[src/rtl/accel_pkg.sv]
// Shared defaults and axis indices for the accelerometer moving-average filter.
package accel_pkg;

    localparam int DEF_NUM_AXES   = 3;
    localparam int DEF_DATA_W     = 16;
    localparam int DEF_LOG2_DEPTH = 2;
    localparam logic signed [DEF_DATA_W-1:0] DEF_THRESH = 16'sd256;

    localparam int AXIS_X = 0;
    localparam int AXIS_Y = 1;
    localparam int AXIS_Z = 2;

endpackage

[src/rtl/accel_axis_avg.sv]
// One accelerometer axis: circular history, running sum, average/bypass select
// and saturated-magnitude threshold flag, all in one register stage.
module accel_axis_avg
    import accel_pkg::*;
#(
    parameter int                         DATA_W     = DEF_DATA_W,
    parameter int                         LOG2_DEPTH = DEF_LOG2_DEPTH,
    parameter logic signed [DATA_W-1:0]   THRESH     = DEF_THRESH
) (
    input  logic                         clk,
    input  logic                         rst_n,
    input  logic                         wr_en,
    input  logic                         clr,
    input  logic                         avg_en,
    input  logic [LOG2_DEPTH-1:0]        wr_idx,
    input  logic signed [DATA_W-1:0]     sample,
    output logic signed [DATA_W-1:0]     data,
    output logic                         over
);

    localparam int DEPTH = 1 << LOG2_DEPTH;
    localparam int SUM_W = DATA_W + LOG2_DEPTH;
    localparam logic signed [DATA_W-1:0] MOST_NEG = {1'b1, {(DATA_W-1){1'b0}}};
    localparam logic [DATA_W-1:0]        MAX_POS  = {1'b0, {(DATA_W-1){1'b1}}};
    localparam logic [DATA_W-1:0]        THRESH_U = THRESH;

    logic signed [DATA_W-1:0] hist_q [DEPTH];
    logic signed [DATA_W-1:0] hist_d [DEPTH];
    logic signed [SUM_W-1:0]  sum_q, sum_d;
    logic signed [DATA_W-1:0] data_q, data_d;
    logic                     over_q, over_d;
    logic signed [DATA_W-1:0] oldest, sel;
    logic [DATA_W-1:0]        mag;

    always_comb begin
        // NOTE: every signal written here gets a default first, so no path can infer a latch.
        hist_d = hist_q;
        sum_d  = sum_q;
        data_d = data_q;
        over_d = over_q;
        oldest = hist_q[wr_idx];
        sel    = '0;
        mag    = '0;
        if (clr) begin
            for (int i = 0; i < DEPTH; i++) hist_d[i] = '0;
            sum_d  = '0;
            data_d = '0;
            over_d = 1'b0;
        end else if (wr_en) begin
            hist_d[wr_idx] = sample;
            // Sum width covers DEPTH full-scale samples, so it can never overflow.
            sum_d = sum_q + SUM_W'(sample) - SUM_W'(oldest);
            sel   = avg_en ? DATA_W'(sum_d >>> LOG2_DEPTH) : sample;
            if (sel == MOST_NEG)  mag = MAX_POS;
            else if (sel < 0)     mag = -sel;
            else                  mag = sel;
            data_d = sel;
            over_d = (mag > THRESH_U);
        end
    end

    always_ff @(posedge clk or negedge rst_n) begin
        if (!rst_n) begin
            // NOTE: history is reset as well, because unwritten entries must read as zero in early averages.
            for (int i = 0; i < DEPTH; i++) hist_q[i] <= '0;
            sum_q  <= '0;
            data_q <= '0;
            over_q <= 1'b0;
        end else begin
            // NOTE: non-blocking assignments so every flop samples pre-edge values.
            hist_q <= hist_d;
            sum_q  <= sum_d;
            data_q <= data_d;
            over_q <= over_d;
        end
    end

    assign data = data_q;
    assign over = over_q;

endmodule

[src/rtl/accel_axis_filter.sv]
// Multi-axis accelerometer moving-average filter with bypass, clear and tilt flags.
// Shared write index, fill counter and primed flag live here; per-axis math in accel_axis_avg.
module accel_axis_filter
    import accel_pkg::*;
#(
    parameter int                         NUM_AXES   = DEF_NUM_AXES,
    parameter int                         DATA_W     = DEF_DATA_W,
    parameter int                         LOG2_DEPTH = DEF_LOG2_DEPTH,
    parameter logic signed [DATA_W-1:0]   THRESH     = DEF_THRESH
) (
    input  logic                         MAX10_CLK1_50,
    input  logic                         rst_n,
    input  logic                         s_valid,
    input  logic [NUM_AXES*DATA_W-1:0]   s_data,
    input  logic                         avg_en,
    input  logic                         clr,
    output logic                         m_valid,
    output logic [NUM_AXES*DATA_W-1:0]   m_data,
    output logic [NUM_AXES-1:0]          over,
    output logic                         primed
);

    localparam int DEPTH = 1 << LOG2_DEPTH;
    localparam int CNT_W = LOG2_DEPTH + 1;
    localparam logic [CNT_W-1:0] CNT_FULL = CNT_W'(DEPTH);

    logic [LOG2_DEPTH-1:0] wr_idx_q, wr_idx_d;
    logic [CNT_W-1:0]      cnt_q, cnt_d;
    logic                  primed_q, primed_d;
    logic                  m_valid_q, m_valid_d;
    logic                  accept;

    // A clear in the same cycle as a sample wins and drops the sample.
    assign accept = s_valid & ~clr;

    always_comb begin
        wr_idx_d  = wr_idx_q;
        cnt_d     = cnt_q;
        primed_d  = primed_q;
        m_valid_d = accept;
        if (clr) begin
            wr_idx_d = '0;
            cnt_d    = '0;
            primed_d = 1'b0;
        end else if (accept) begin
            wr_idx_d = wr_idx_q + 1'b1;
            if (cnt_q != CNT_FULL) cnt_d = cnt_q + 1'b1;
            primed_d = (cnt_d == CNT_FULL);
        end
    end

    always_ff @(posedge MAX10_CLK1_50 or negedge rst_n) begin
        if (!rst_n) begin
            wr_idx_q  <= '0;
            cnt_q     <= '0;
            primed_q  <= 1'b0;
            m_valid_q <= 1'b0;
        end else begin
            wr_idx_q  <= wr_idx_d;
            cnt_q     <= cnt_d;
            primed_q  <= primed_d;
            m_valid_q <= m_valid_d;
        end
    end

    assign m_valid = m_valid_q;
    assign primed  = primed_q;

    for (genvar a = 0; a < NUM_AXES; a++) begin : g_axis
        accel_axis_avg #(
            .DATA_W     (DATA_W),
            .LOG2_DEPTH (LOG2_DEPTH),
            .THRESH     (THRESH)
        ) u_axis (
            .clk    (MAX10_CLK1_50),
            .rst_n  (rst_n),
            .wr_en  (accept),
            .clr    (clr),
            .avg_en (avg_en),
            .wr_idx (wr_idx_q),
            .sample (s_data[a*DATA_W +: DATA_W]),
            .data   (m_data[a*DATA_W +: DATA_W]),
            .over   (over[a])
        );
    end

endmodule

[config.mk]
export PLATFORM = sky130hd
export DESIGN_NAME = accel_axis_filter
export DESIGN_NICKNAME = d
export VERILOG_FILES = /design/src/rtl/accel_pkg.sv /design/src/rtl/accel_axis_avg.sv /design/src/rtl/accel_axis_filter.sv
export SDC_FILE = /design/constraint.sdc
export NUM_CORES = 1
export LEC_CHECK = 0
export CAP_MARGIN = 20
export CORE_MARGIN = 1
export CORE_UTILIZATION = 46
export DETAILED_ROUTE_END_ITERATION = 7
export SYNTH_ARGS = -nofsm -noshare
export SYNTH_HDL_FRONTEND = slang
export SYNTH_HIERARCHICAL = 1
export SYNTH_SLANG_ARGS = --single-unit
[constraint.sdc]
create_clock -name MAX10_CLK1_50 -period 7.1 [get_ports MAX10_CLK1_50]
set_clock_uncertainty 0.05 [all_clocks]
set_input_delay 1.42 -clock MAX10_CLK1_50 [delete_from_list [all_inputs] [get_ports MAX10_CLK1_50]]
set_output_delay 1.42 -clock MAX10_CLK1_50 [all_outputs]
set_load 0.1 [all_outputs]
After elaboration in Yosys (flattened, before gate mapping)
Cells that the tools add are included.

word-level totals
  register bits = 304
  input port bits = 53
  output and inout port bits = 53

cells by class
  add/subtract/negate cells = 11
  magnitude comparators = 8
  eq/ne operators = 5
  mux-type cells = 62
  bitwise operators = 3
  reductions and logical operators = 2

operator list
  kind                                                         count
  2-to-1 mux 16 bit                                            28
  2-to-1 mux 64 bit                                            6
  bitwise mux 64 bit                                           3
  2-to-1 mux 18 bit                                            6
  binary-select mux 16 bit (select 2 bit)                      3
  adder 18 x 16 -> 18 bit                                      3
  subtractor 18 x 16 -> 18 bit                                 3
  equality test 16 bit, second input constant                  3
  > comparator 16 x 9 -> 1 bit, second input constant          3
  less-than comparator 16 x 1 -> 1 bit, second input constant  3
  negation 16 bit                                              3
  demux 16 bit (select 2 bit)                                  1
  2-to-1 mux 3 bit                                             5
  2-to-1 mux 1 bit                                             8
  2-to-1 mux 2 bit                                             2
  adder 3 x 1 -> 3 bit, second input constant                  1
  equality test 3 bit, second input constant                   1
  greater-or-equal comparator 3 bit, second input constant     1
  less-than comparator 3 x 1 -> 1 bit, second input constant   1
  != test 3 bit, second input constant                         1
  NOT 2 -> 3 bit                                               1
  adder 2 x 1 -> 2 bit, second input constant                  1
  nonzero test 2 bit                                           1
  bitwise AND 1 bit                                            1
  other kinds (2)                                              2

Depth between registers and ports, before layout
Gate-level depths: netlist of the first run.

  depth after elaboration = 14
  gate-level depth with buffers = 18

Cells and area by module
The synthesis of the first run kept the hierarchy.

by module, submodules not included
  module                              instances  cells each  area an instance (um^2)
  accel_axis_avg at g_axis[0].u_axis  1          761         6616.3
  accel_axis_avg at g_axis[2].u_axis  1          702         6352.3
  accel_axis_avg at g_axis[1].u_axis  1          699         6329.8
  accel_axis_filter                   1          32          335.3

Least setup slack after synthesis of the first run
No wires, ideal clock.

  path type = register -> register
  from = reg wr_idx_q[0]
  to = reg g_axis[0].u_axis.over_q
  setup time = 136 ps
  data arrival time = 4919 ps
  data required time = 6914 ps
  setup slack = 1995 ps
  stages on the path, launching flop included = 17
  path buffers = 3
  cells stage by stage = dfrtp_1 > buf_1 > buf_1 > mux4_2 > fa_1 > inv_1 > ha_1 > clkbuf_2 > a21oi_2 > o211ai_2 > a311o_1 > a21oi_4 > mux2_1 > a221oi_1 > or4_1 > o31ai_2 > a21oi_1

between the ends
  longest elaborated chain between the ends = 14

ends and longest elaborated chain
  what                                                                     RTL line                 RTL
  start, declared                                                          accel_axis_filter.sv:27  logic [LOG2_DEPTH-1:0] wr_idx_q, wr_idx_d;
  start signal, assigned                                                   accel_axis_filter.sv:59  wr_idx_q <= wr_idx_d;
  NOT 2 -> 3 bit (not written as such) *                                   accel_axis_avg.sv:41     oldest = hist_q[wr_idx];
  binary-select mux 16 bit (select 2 bit) *                                accel_axis_avg.sv:41
  2-to-1 mux 16 bit (not written as such) * (2 in a row)                   accel_axis_avg.sv:41
  subtractor 18 x 16 -> 18 bit *                                           accel_axis_avg.sv:52     sum_d = sum_q + SUM_W'(sample) - SUM_W'(oldest);
  2-to-1 mux 16 bit *                                                      accel_axis_avg.sv:53     sel = avg_en ? DATA_W'(sum_d >>> LOG2_DEPTH) : sample;
  negation 16 bit or less-than comparator 16 x 1 -> 1 bit (tied branches)  accel_axis_avg.sv:55     else if (sel < 0) mag = -sel;
  2-to-1 mux 16 bit                                                        accel_axis_avg.sv:55
  2-to-1 mux 16 bit *                                                      accel_axis_avg.sv:54     if (sel == MOST_NEG) mag = MAX_POS;
  2-to-1 mux 16 bit *                                                      accel_axis_avg.sv:49     end else if (wr_en) begin
  2-to-1 mux 16 bit *                                                      accel_axis_avg.sv:44     if (clr) begin
  > comparator 16 x 9 -> 1 bit *                                           accel_axis_avg.sv:58     over_d = (mag > THRESH_U);
  2-to-1 mux 1 bit *                                                       accel_axis_avg.sv:49
  2-to-1 mux 1 bit *                                                       accel_axis_avg.sv:44
  end signal, assigned                                                     accel_axis_avg.sv:74     over_q <= over_d;
  end, declared                                                            accel_axis_avg.sv:31     logic over_q, over_d;

Mark *: on every way between the ends. The rest lies on a longest branch, timed or not. The select of a mux whose other input is x is not followed.
A chain may end at the register's enable or synchronous reset.

Worst setup path after layout of the first run
  from = reg wr_idx_q[1]
  to = reg g_axis[1].u_axis.over_q

between the ends
  longest elaborated chain between the ends = 14

ends and longest elaborated chain
  what                                                                     RTL line
  NOT 2 -> 3 bit (not written as such) *                                   accel_axis_avg.sv:41
  binary-select mux 16 bit (select 2 bit) *                                accel_axis_avg.sv:41
  2-to-1 mux 16 bit (not written as such) * (2 in a row)                   accel_axis_avg.sv:41
  subtractor 18 x 16 -> 18 bit *                                           accel_axis_avg.sv:52
  2-to-1 mux 16 bit *                                                      accel_axis_avg.sv:53
  negation 16 bit or less-than comparator 16 x 1 -> 1 bit (tied branches)  accel_axis_avg.sv:55
  2-to-1 mux 16 bit                                                        accel_axis_avg.sv:55
  2-to-1 mux 16 bit *                                                      accel_axis_avg.sv:54
  2-to-1 mux 16 bit *                                                      accel_axis_avg.sv:49
  2-to-1 mux 16 bit *                                                      accel_axis_avg.sv:44
  > comparator 16 x 9 -> 1 bit *                                           accel_axis_avg.sv:58
  2-to-1 mux 1 bit *                                                       accel_axis_avg.sv:49
  2-to-1 mux 1 bit *                                                       accel_axis_avg.sv:44
  end signal, assigned                                                     accel_axis_avg.sv:74
  end, declared                                                            accel_axis_avg.sv:31

Marked as above.

==> results of run 1 <==
==> state kept, by name (all words and copies together) (netlist names) <==
signal                count
wr_idx_q                  2
g_axis.u_axis/sum_q      54
g_axis.u_axis/data       48
primed                    1
m_valid                   1
g_axis.u_axis/over        3
cnt_q                     3
g_axis.u_axis/hist_q    192
==> worst max-delay path by stage <==
stage | from | end | slack, ns | cells after the start
after floorplan | wr_idx_q[0] | g_axis[0].u_axis/over | 1.99 | 16
after CTS | wr_idx_q[1] | g_axis[1].u_axis/over | 1.52 | 15
final | wr_idx_q[1] | g_axis[1].u_axis/over | 1.50 | 15
after global placement | s_data[22] | g_axis[1].u_axis/over | 1.40 | 15
after detailed placement | s_data[22] | g_axis[1].u_axis/over | 1.30 | 15
after global routing | wr_idx_q[1] | g_axis[1].u_axis/over | 1.24 | 15
==> where the power goes <==
group / total (uW) / internal (uW) / leakage (uW) / switching, uW
sequential: 1940 / 1850 / 0.00416 / 83.3
combinational: 2930 / 1090 / 0.00485 / 1840
clock: 1990 / 1200 / 0.000616 / 782
total: 6850 / 4140 / 0.00963 / 2710
==> routing by layer <==
layer  vias up  wire, um  track usage (%)
li1       7541         -                -
met1      7847     24000             34.5
met2       377     25200             40.0
met3        70      2810             3.58
met4         0      1090             7.00
met5         -         0                0
==> layout make-up <==
cell class | instances | share of cell area (%)
inverters | 220 | 3.71
repair buffers | 122 | 5.38
clock inverters | 11 | 0.798
multi-input cells | 1549 | 48.0
clock buffers | 53 | 4.84
well taps | 539 | 3.03
flip-flops and latches | 304 | 34.2
==> cell families (layout without fill, tap and decap cells) <==
kind of cell    after synthesis  count (layout)  share of synthesized area [%]
mux                         114             114                           8.91
fa+ha+maj                   113             113                           9.15
flops                       304             304                           38.7
buf+inv                     341             406                           6.91
simple gates                772             772                           17.0
xor+xnor                     52              52                           2.43
compound gates              498             498                           16.9
==> worst max-delay path, stage by stage (launching register included) <==
cell	delay, ns
sky130_fd_sc_hd__dfrtp_2	1.01
sky130_fd_sc_hd__buf_4	0.60
sky130_fd_sc_hd__mux4_2	0.41
sky130_fd_sc_hd__fa_1	0.49
sky130_fd_sc_hd__inv_1	0.07
sky130_fd_sc_hd__ha_1	0.31
sky130_fd_sc_hd__a211oi_2	0.38
sky130_fd_sc_hd__o21ai_2	0.15
sky130_fd_sc_hd__a31o_4	0.27
sky130_fd_sc_hd__xor2_1	0.16
sky130_fd_sc_hd__mux2i_1	0.47
sky130_fd_sc_hd__o2111ai_1	0.27
sky130_fd_sc_hd__o41ai_2	0.35
sky130_fd_sc_hd__nand4b_1	0.13
sky130_fd_sc_hd__o2bb2ai_1	0.19
sky130_fd_sc_hd__a311oi_2	0.11
==> cells in the mapped netlist (14+ instances only) <==
master	count	area, sq um
sky130_fd_sc_hd__nand2_1	447	1680
sky130_fd_sc_hd__ha_1	62	776
sky130_fd_sc_hd__a211oi_1	48	360
sky130_fd_sc_hd__nand3b_1	15	113
sky130_fd_sc_hd__o21ai_0	32	160
sky130_fd_sc_hd__a21oi_1	250	1250
sky130_fd_sc_hd__xnor2_1	31	272
sky130_fd_sc_hd__nor2_1	165	619
sky130_fd_sc_hd__mux2i_1	60	601
sky130_fd_sc_hd__fa_1	51	1020
sky130_fd_sc_hd__buf_1	17	63.8
sky130_fd_sc_hd__nor3_1	26	130
sky130_fd_sc_hd__xor2_1	19	166
sky130_fd_sc_hd__a21o_1	14	105
sky130_fd_sc_hd__mux4_2	48	1080
sky130_fd_sc_hd__inv_1	219	822
sky130_fd_sc_hd__clkbuf_1	86	323
sky130_fd_sc_hd__dfrtp_1	304	7610
sky130_fd_sc_hd__nand3_1	28	140
==> metrics by stage <==
stage | cells | total power (uW) | utilization (%) | hold slack (ns)
2_1_floorplan | 2194 | 4200 | - | 0.430
3_3_place_gp | 2734 | 4830 | 50.0 | 0.452
3_5_place_dp | 2734 | 4880 | 50.0 | 0.461
4_1_cts | 2798 | 6900 | 52.9 | 0.470
5_1_grt | 2798 | 7300 | 52.9 | 0.486
6_report | 2798 | 6850 | 52.9 | 0.468
==> summary.txt, run 1 <==
Clock tree
  • Clock latency on the worst-skew pair: about 0.56 ns
  • Quantity of hold-fixing buffers added after cts: 0
  • Setup Fix Bufs, Post-CTS: 0
  • Clock transition at the registers of the reported paths: 0.06 ns
  • Clock tree sinks: 304
  • Clock tree root buffer cell: sky130_fd_sc_hd__clkbuf_16
  • H-tree depth: 2
  • Total clock buffers created by CTS: 38
  • Total of cells resized after clock tree synthesis: 0
  • TritonCTS clock tree: built
  • Buffers from clock root to sink, at most: 3

Route
  • DRT antenna net count: 0
  • Vias: around 16000
  • Initial DRC Count: roughly 1300
  • DRC: 0
  • Number of vias per cell after detailed routing: approximately 5.7
  • Wire length after detailed routing: 53.0 mm
  • Pre-Repair DR Iteration Count: 5
  • Routed length per instance: about 19 um

Timing
  • Final cycle utilization of the critical path: 78.8%
  • Final critical path time including I/O delays and setup: 5.60 ns
  • Final setup margin: between 1.5 and 2 ns
  • Setup TNS: 0 ns
  • Top achievable clock speed: 0.179 GHz
  • Max-slew violations: 0
  • Normalized max-slew margin: 30.7%
  • Unrepaired setup endpoints after global routing: no
  • Worst Max-Slew Pin Slew: around 1.0 ns
  • Final setup violation count: 0
  • Endpoints failing hold: 0

Power
  • Leakage Power: roughly 0.0096 uW
  • Worst IR drop on VDD: 0.000196 V
  • Power per Cell Area: 308 mW/mm^2

Synth
  • Synthesized instance count: about 2200
  • Number of different library cells in the post-synthesis netlist: 104
  • Netlist Area Pre-Place: slightly below 0.02 sq mm
  • Seq cells post-synth: 304
  • Net count after synthesis: approximately 2400
  • Yosys warnings: 6
  • Commonest register cell after synthesis: sky130_fd_sc_hd__dfrtp_1
  • Per-instance average area after synthesis: just under 9 sq um
  • Async set or reset register ratio after synthesis: 100%
  • Sequential element share of the synthesized area: between 30 and 40%
  • EDFF count, synth: 0

Min path
  • Hold wc startpoint: g_axis[2].u_axis/hist_q[25]
  • Hold Crit Class: flip-flop to flip-flop
  • Number of cells on the worst hold path: 2
  • Worst Hold Path EP: g_axis[2].u_axis/hist_q[25]

Final layout
  • Area occupied by registers: between 0.007 and 0.008 sq mm
  • Commonest non-fill, non-tap cell in the layout: sky130_fd_sc_hd__nand2_1
  • Commonest cells after routing, fill and taps aside: sky130_fd_sc_hd__nand2_1, sky130_fd_sc_hd__dfrtp_1, sky130_fd_sc_hd__a21oi_1
  • Post-synthesis to final-layout area growth: 13.4%
  • Fillcell total: about 3900
  • Area taken by multi-input logic gates: around 0.011 sq mm
  • Finished Cell Area: 0.0223 sq mm
  • Number of inserted diodes: 0
  • Final net count: between 2000 and 2500
  • Share of cells above drive strength 1: 8.46%

Global route
  • Vias in the first global route: 15700
  • Global router's overall resource usage: approximately a quarter
  • Number of antenna violations at the first check in global routing: 0
  • Wire length of the first global-routing pass: about 85 mm
  • GRT Residual Overflow: 0
  • Pin count of the biggest net entering global routing: ~150

Floorplan
  • Placeable Area: ~0.042 sq mm
  • Chip width: around 210 um
  • Num rows: 75
  • Overall die area: around 0.044 sq mm
  • Number of primary I/O pins: about 110
  • Floorplan die height: 209 um
  • Initial Util: around 47%

Critical path
  • Reg-to-reg endpoint: g_axis[1].u_axis/over
  • Type of element capturing the critical path: flip-flop
  • Arr. time, crit path: about 5.9 ns
  • Crit-path max FO: 36
  • CP startpoint kind: flip-flop
  • Cells on worst reg2reg path: 15
  • Critical register-to-register path startpoint: wr_idx_q[1]
  • Register-to-register setup slack: ~1.5 ns
  • Kind of critical path: flip-flop to flip-flop
  • Critical path required time: between 7 and 8 ns

Place
  • Post-Place Worst Slack: between 1 and 1.5 ns
  • Placed cell area: ~0.021 sq mm
  • Detailed placer's ending HPWL: ~35 mm
  • Gpl congestion: ~0.88
  • Count of buffers inserted at the top-level ports: 105

Job
  • Total of max-cap violations: 0

Run status
  • Result of the run: finished clean
Note: power is estimated with default switching activity, not from simulation.
==> inputs of run 2 (changes only) <==
==> constraint.sdc (replaced) <==
create_clock -name MAX10_CLK1_50 -period 5.3 [get_ports MAX10_CLK1_50]
set_clock_uncertainty 0.05 [all_clocks]
set_input_delay 1.06 -clock MAX10_CLK1_50 [delete_from_list [all_inputs] [get_ports MAX10_CLK1_50]]
set_output_delay 1.06 -clock MAX10_CLK1_50 [all_outputs]
set_load 0.1 [all_outputs]
==> run 2 against run 1 <==
  * Via count increased by 1.8%
  * Hold slack improved by 0.00068 ns
  * Critical path depth unchanged
  * Utilization increased by 1.3 points
  * Cell count up 2.3%
  * Sequential power increased by 33%
  * Cell area increased by 2.5%
  * Clock-buffer cell count fell by 1
  * Power rose by 36%
  * Worst setup slack got worse by 1.1 ns
  * First-iteration DRC count fell by 12%
  * Largest cell class unchanged
==> summary.txt, run 2 (synthesis results as in run 1) <==
Floorplan
  • Num rows: 75 (unchanged)
  • Overall die area: 0.0435 sq mm (unchanged)
  • Initial Util: 46.7% (unchanged)
  • Placeable Area: 0.0420 sq mm (unchanged)
  • Number of primary I/O pins: 106 (unchanged)
  • Chip width: 209 um (unchanged)
  • Floorplan die height: 209 um (unchanged)

Power
  • Register share of total power: 27.8% (was 28.3%)
  • Net Sw Frac: 39.3% (was 39.5%)
  • Power per Cell Area: 408 mW/mm^2 (was 308 mW/mm^2)
  • Switching power: 3650 uW (was 2710 uW)
  • Worst IR drop on VDD: 0.000273 V (was 0.000196 V)
  • Internal power: 5640 uW (was 4140 uW)
  • Combinational power share: 44.1% (was 42.8%)
  • Leakage Power: 0.00995 uW (was 0.00963 uW)
  • Clock power share: 28.1% (was 29.0%)

Final layout
  • Top register by number of flip-flops: g_axis.u_axis/hist_q (unchanged)
  • Number of flip-flops under the largest register name: 192 (unchanged)
  • Area taken by multi-input logic gates: 0.0107 sq mm (about the same)
  • Area occupied by registers: 0.00761 sq mm (unchanged)
  • Util after Layout: 54.3% (was 52.9%)
  • Number of inserted diodes: 0 (unchanged)
  • Commonest non-fill, non-tap cell in the layout: sky130_fd_sc_hd__nand2_1 (unchanged)
  • Share of cells above drive strength 1: 10.9% (was 8.46%)
  • Post-synthesis to final-layout area growth: 16.2% (was 13.4%)
  • Commonest cells after routing, fill and taps aside: sky130_fd_sc_hd__nand2_1, sky130_fd_sc_hd__dfrtp_1, sky130_fd_sc_hd__a21oi_1 (unchanged)
  • Final net count: 2466 (was 2401)
  • Fillcell total: 3929 (was 3873)

Place
  • Gpl congestion: 0.861 (was 0.875)
  • Detailed placer's ending HPWL: 36.5 mm (was 35.2 mm)
  • Count of buffers inserted at the top-level ports: 105 (unchanged)

Route
  • Initial DRC Count: 1177 (was 1335)
  • Routed length per instance: 18.7 um (was 19.0 um)
  • DRT antenna net count: 0 (unchanged)
  • Wire length after detailed routing: 53.4 mm (was 53.0 mm)
  • Number of vias per cell after detailed routing: 5.63 (was 5.66)
  • Vias: 16100 (was 15800)
  • DRC: 0 (unchanged)
  • Pre-Repair DR Iteration Count: 5 (unchanged)

Timing
  • Final setup violation count: 0 (unchanged)
  • Top achievable clock speed: 0.205 GHz (was 0.179 GHz)
  • Endpoints failing hold: 0 (unchanged)
  • Final critical path time including I/O delays and setup: 4.88 ns (was 5.60 ns)
  • Normalized max-slew margin: 30.1% (was 30.7%)
  • Worst Max-Slew Pin Slew: 1.05 ns (was 1.04 ns)
  • Final cycle utilization of the critical path: 92.1% (was 78.8%)
  • Worst hold margin: 0.469 ns (was 0.468 ns)
  • Max-slew violations: 0 (unchanged)
  • Unrepaired setup endpoints after global routing: no (unchanged)
  • Setup TNS: 0 ns (unchanged)

Global route
  • Pin count of the biggest net entering global routing: 108 (was 149)
  • Global router's overall resource usage: 25.1% (was 24.7%)
  • GRT Residual Overflow: 0 (unchanged)
  • Number of antenna violations at the first check in global routing: 2 (was 0)
  • Wire length of the first global-routing pass: 87.1 mm (was 85.5 mm)
  • Vias in the first global route: 16100 (was 15700)

Min path
  • Number of cells on the worst hold path: 2 (unchanged)
  • Hold Crit Class: flip-flop to flip-flop (unchanged)

Run status
  • Result of the run: finished clean (unchanged)

Critical path
  • Arr. time, crit path: 5.22 ns (was 5.94 ns)
  • Crit path top cell by count: sky130_fd_sc_hd__buf_4
  • Crit-path max FO: 25 (was 36)
  • Critical path required time: 5.64 ns (was 7.45 ns)
  • CP startpoint kind: flip-flop (unchanged)
  • Cells on worst reg2reg path: 15 (unchanged)
  • Total number of cells along the worst setup path: 15 (unchanged)
  • Maximum cell stage delay along the critical path: 0.77 ns (was 1.01 ns)
  • Cell with the biggest individual delay on the critical path: sky130_fd_sc_hd__dfrtp_2 (unchanged)
  • Chain of cells forming the critical path: buf_4, mux4_2, fa_1, inv_1, ha_1, nand2_1, o21ai_0, o21bai_1, o2111ai_1, and3_1, buf_4, nor4_1, nor3_1, o31ai_1, a21oi_1 (was buf_4, mux4_2, fa_1, inv_1, ha_1, a211oi_2, o21ai_2, a31o_4, xor2_1, mux2i_1, o2111ai_1, o41ai_2, nand4b_1, o2bb2ai_1, a311oi_2)
  • Family of cells with the greatest summed delay on the critical path: compound AO/OA/AOI/OAI gates (unchanged)
  • Kind of critical path: flip-flop to flip-flop (unchanged)
  • Type of element capturing the critical path: flip-flop (unchanged)
  • Bufs and invs on worst path: 3 (was 2)

Clock tree
  • Clock tree root buffer cell: sky130_fd_sc_hd__clkbuf_16 (unchanged)
  • Clock transition at the registers of the reported paths: 0.06 ns (about the same)
  • H-tree depth: 2 (unchanged)
  • Buffers from clock root to sink, at most: 3 (unchanged)
  • Quantity of hold-fixing buffers added after cts: 0 (unchanged)
  • Clock latency on the worst-skew pair: 0.56 ns (about the same)
  • TritonCTS clock tree: built (unchanged)
  • Total clock buffers created by CTS: 37 (was 38)
  • Clock tree sinks: 304 (unchanged)

Job
  • Total of max-cap violations: 0 (unchanged)
[run 2: tightest hold or removal path, stage by stage (launching register included)]
cell and delay, ns:
sky130_fd_sc_hd__dfrtp_1 0.37, sky130_fd_sc_hd__nand2_1 0.05, sky130_fd_sc_hd__a21oi_1 0.05
[run 2: repair_timing]
action	4_1_cts	5_1_grt
setup buffers	0	1
resized for setup	0	0
hold endpoints to repair	0	0
setup endpoints to repair	0	2
[run 2: cell type report]
class	instances	area share [%]
timing repair buffer	188	7.79
sequential	304	33.4
clock buffer	52	4.62
multi-input combinational	1549	46.9
inverter	220	3.62
tap	539	2.96
clock inverter	9	0.779
[run 2: stage by stage]
| step | total power (uW) | setup slack (ns) | cells | area (sq um) |
|---|---|---|---|---|
| floorplan | 5630 | 0.195 | 2194 | 19600 |
| finish | 9300 | 0.420 | 2861 | 22800 |
| global placement | 6610 | 0.154 | 2799 | 21600 |
| detailed placement | 6670 | 0.119 | 2799 | 21600 |
| global route | 9910 | 0.0660 | 2861 | 22800 |
| CTS | 9350 | 0.312 | 2860 | 22800 |
[run 2: power groups by stage]
| stage | clock network [uW] | registers [uW] | logic (uW) |
|---|---|---|---|
| 2_1_floorplan | 0 | 2880 | 2750 |
| 3_3_place_gp | 0 | 2620 | 3990 |
| 3_5_place_dp | 0 | 2630 | 4040 |
| 4_1_cts | 2690 | 2590 | 4080 |
| 5_1_grt | 2770 | 2600 | 4530 |
| 6_report | 2610 | 2580 | 4100 |
[run 2: worst paths after layout]
path / start / end / slack (ns)
max: wr_idx_q[1] / g_axis[0].u_axis/over / 0.42
min: g_axis[2].u_axis/hist_q[37] / g_axis[2].u_axis/hist_q[37] / 0.47
max reg2reg: wr_idx_q[1] / g_axis[0].u_axis/over / 0.42
min reg2reg: g_axis[2].u_axis/hist_q[37] / g_axis[2].u_axis/hist_q[37] / 0.47
max in group asynchronous: rst_n / wr_idx_q[0] / 3.52
min in group asynchronous: rst_n / g_axis[2].u_axis/data[12] / 0.51
[run 2: per-layer routing]
metal | track usage, % | vias to the layer above | share of wire (%)
met4 | 8.32 | 4 | 2.8
li1 | - | 7667 | -
met1 | 35.5 | 7950 | 45
met5 | 0 | - | 0.058
met3 | 3.53 | 89 | 5.1
met2 | 39.8 | 411 | 47
==> inputs of run 3 (changes only) <==
--- a/config.mk
+++ b/config.mk
@@ -8,7 +8,9 @@
 export CAP_MARGIN = 20
 export CORE_MARGIN = 1
 export CORE_UTILIZATION = 46
+export CTS_BUF_LIST = sky130_fd_sc_hd__clkbuf_16
 export DETAILED_ROUTE_END_ITERATION = 7
+export SETUP_SLACK_MARGIN = 0.4
 export SYNTH_ARGS = -nofsm -noshare
 export SYNTH_HDL_FRONTEND = slang
 export SYNTH_HIERARCHICAL = 1
==> run 3 against run 2 <==
  * Non-clock buffer count rose by 4
  * Critical path depth decreased by 1
  * Combinational power about the same
  * Largest cell class unchanged
  * Largest power group unchanged
==> summary.txt, run 3 (synthesis results as in run 1) <==
Final layout
  • Number of flip-flops under the largest register name: 192 (unchanged)
  • Final net count: 2469 (was 2466)
  • Fillcell total: 3905 (was 3929)
  • Share of cells above drive strength 1: 11.2% (was 10.9%)
  • Finished Cell Area: 0.0228 sq mm (about the same)
  • Number of inserted diodes: 0 (unchanged)
  • Commonest non-fill, non-tap cell in the layout: sky130_fd_sc_hd__nand2_1 (unchanged)
  • Non-filler instance count after layout: 2869 (was 2861)
  • Top register by number of flip-flops: g_axis.u_axis/hist_q (unchanged)
  • Post-synthesis to final-layout area growth: 16.3% (was 16.2%)
  • Commonest cells after routing, fill and taps aside: sky130_fd_sc_hd__nand2_1, sky130_fd_sc_hd__dfrtp_1, sky130_fd_sc_hd__a21oi_1 (unchanged)

Power
  • Leakage Power: 0.00999 uW (was 0.00995 uW)
  • Power per Cell Area: 407 mW/mm^2 (was 408 mW/mm^2)
  • Worst IR drop on VDD: 0.000226 V (was 0.000273 V)

Floorplan
  • Num rows: 75 (unchanged)
  • Number of primary I/O pins: 106 (unchanged)
  • Overall die area: 0.0435 sq mm (unchanged)
  • Placeable Area: 0.0420 sq mm (unchanged)
  • Chip width: 209 um (unchanged)
  • Floorplan die height: 209 um (unchanged)
  • Initial Util: 46.7% (unchanged)

Job
  • Total of max-cap violations: 0 (unchanged)

Route
  • Initial DRC Count: 1154 (was 1177)
  • DRT antenna net count: 0 (unchanged)
  • Wire length after detailed routing: 53.2 mm (was 53.4 mm)
  • DRC: 0 (unchanged)
  • Vias: 16000 (was 16100)
  • Number of vias per cell after detailed routing: 5.59 (was 5.63)
  • Routed length per instance: 18.5 um (was 18.7 um)
  • Pre-Repair DR Iteration Count: 5 (unchanged)

Critical path
  • Kind of critical path: flip-flop to flip-flop (unchanged)
  • Type of element capturing the critical path: flip-flop (unchanged)
  • Critical path required time: 5.64 ns (about the same)
  • CP startpoint kind: flip-flop (unchanged)
  • Crit path top cell by count: sky130_fd_sc_hd__fa_1 (was sky130_fd_sc_hd__buf_4)
  • Cell with the biggest individual delay on the critical path: sky130_fd_sc_hd__dfrtp_4 (was sky130_fd_sc_hd__dfrtp_2)
  • Chain of cells forming the critical path: buf_4, mux4_2, fa_1, inv_1, fa_1, a211oi_4, o211ai_2, a311o_1, a21oi_4, mux2_1, a221oi_1, or4_1, o31ai_2, a21oi_1 (was buf_4, mux4_2, fa_1, inv_1, ha_1, nand2_1, o21ai_0, o21bai_1, o2111ai_1, and3_1, buf_4, nor4_1, nor3_1, o31ai_1, a21oi_1)
  • Crit-path max FO: 14 (was 25)
  • Maximum cell stage delay along the critical path: 0.57 ns (was 0.77 ns)
  • Arr. time, crit path: 5.08 ns (was 5.22 ns)

Timing
  • Final cycle utilization of the critical path: 89.4% (was 92.1%)
  • Top achievable clock speed: 0.211 GHz (was 0.205 GHz)
  • Endpoints failing hold: 0 (unchanged)
  • Final critical path time including I/O delays and setup: 4.74 ns (was 4.88 ns)
  • Setup TNS: 0 ns (unchanged)
  • Normalized max-slew margin: 34.4% (was 30.1%)
  • Final setup violation count: 0 (unchanged)
  • Unrepaired setup endpoints after global routing: yes (was no)
  • Worst Max-Slew Pin Slew: 0.981 ns (was 1.05 ns)
  • Max-slew violations: 0 (unchanged)

Run status
  • Result of the run: finished clean (unchanged)

Global route
  • Global-route track usage on met2: 40.1% (was 39.8%)
  • Vias in the first global route: 16000 (was 16100)
  • GRT Residual Overflow: 0 (unchanged)
  • Global routing met3 resource utilization: 3.68% (was 3.53%)
  • Wire length of the first global-routing pass: 85.9 mm (was 87.1 mm)
  • Met1 track utilization from global routing: 34.3% (was 35.5%)
  • Pin count of the biggest net entering global routing: 129 (was 108)
  • Most used routing layer in global routing: met2 (unchanged)
  • Number of antenna violations at the first check in global routing: 1 (was 2)
  • Global router's overall resource usage: 24.7% (was 25.1%)

Place
  • Placed cell area: 0.0215 sq mm (was 0.0216 sq mm)
  • Count of buffers inserted at the top-level ports: 105 (unchanged)
  • Detailed placer's ending HPWL: 36.6 mm (was 36.5 mm)
  • Gpl congestion: 0.876 (was 0.861)
  • Post-Place Cells: 2792 (was 2799)

Clock tree
  • Clock tree root buffer cell: sky130_fd_sc_hd__clkbuf_16 (unchanged)
  • Clock transition at the registers of the reported paths: 0.06 ns (about the same)
  • Clock latency on the worst-skew pair: 0.57 ns (was 0.56 ns)
  • Quantity of hold-fixing buffers added after cts: 0 (unchanged)
  • Clock tree sinks: 304 (unchanged)
  • Total clock buffers created by CTS: 36 (was 37)
  • TritonCTS clock tree: built (unchanged)
  • Buffers from clock root to sink, at most: 3 (unchanged)
  • H-tree depth: 2 (unchanged)

Min path
  • Hold Crit Class: input pin to async pin (was flip-flop to flip-flop)
==> run 3: critical path, delay by kind of cell, from the launching register on <==
kind	cells	cell delay [ns]
flops	1	0.57
simple gates	1	0.55
buf+inv	2	0.23
mux	2	0.73
fa+ha+maj	2	1.02
compound gates	7	1.41
==> run 3: report_power, final <==
part	internal, uW	switching (uW)
Combinational	1570	2510
Clock	1590	1040
Sequential	2480	99.1
==> run 3: area by class of cell <==
| cell class | count | area [sq um] | area share, % |
|---|---|---|---|
| multi-input combinational | 1549 | 10700 | 46.9 |
| inverter | 220 | 826 | 3.62 |
| clock inverter | 27 | 288 | 1.26 |
| clock buffer | 38 | 951 | 4.17 |
| timing repair buffer | 192 | 1770 | 7.73 |
| sequential | 304 | 7610 | 33.4 |
| tap | 539 | 674 | 2.95 |
==> run 3: repair_timing <==
item	CTS	global route
resized for setup	0	3
buffers inserted	0	12
endpoints found under the setup margin	0	3
endpoints found under the hold margin	0	0
==> run 3: layer usage <==
metal  vias to the layer above  routed length, um
li1                       7665                  -
met5                         -                 12
met1                      7936              24400
met2                       361              24900
met4                         2               1220
met3                        75               2670
==> run 3: worst paths after layout <==
path	from	end	slack, ns	cells after the start
min reg2reg	primed	primed	0.44	2
max reg2reg	wr_idx_q[0]	g_axis[0].u_axis/over	0.56	14
min in group MAX10_CLK1_50	primed	primed	0.44	2
min	rst_n	g_axis[2].u_axis/hist_q[63]	0.37	1
max	wr_idx_q[0]	g_axis[0].u_axis/over	0.56	14
max in group asynchronous	rst_n	wr_idx_q[1]	3.64	2
==> run 3: stage by stage <==
step           hold WS, ns  power [uW]  utilization [%]  setup slack (ns)
6_report             0.373        9290             54.3             0.562
5_1_grt              0.430        9860             54.3             0.344
4_1_cts              0.404        9310             54.0             0.412
3_5_place_dp         0.442        6630             51.1             0.117
3_3_place_gp         0.443        6580             51.1             0.160
2_1_floorplan        0.430        5630                -             0.433
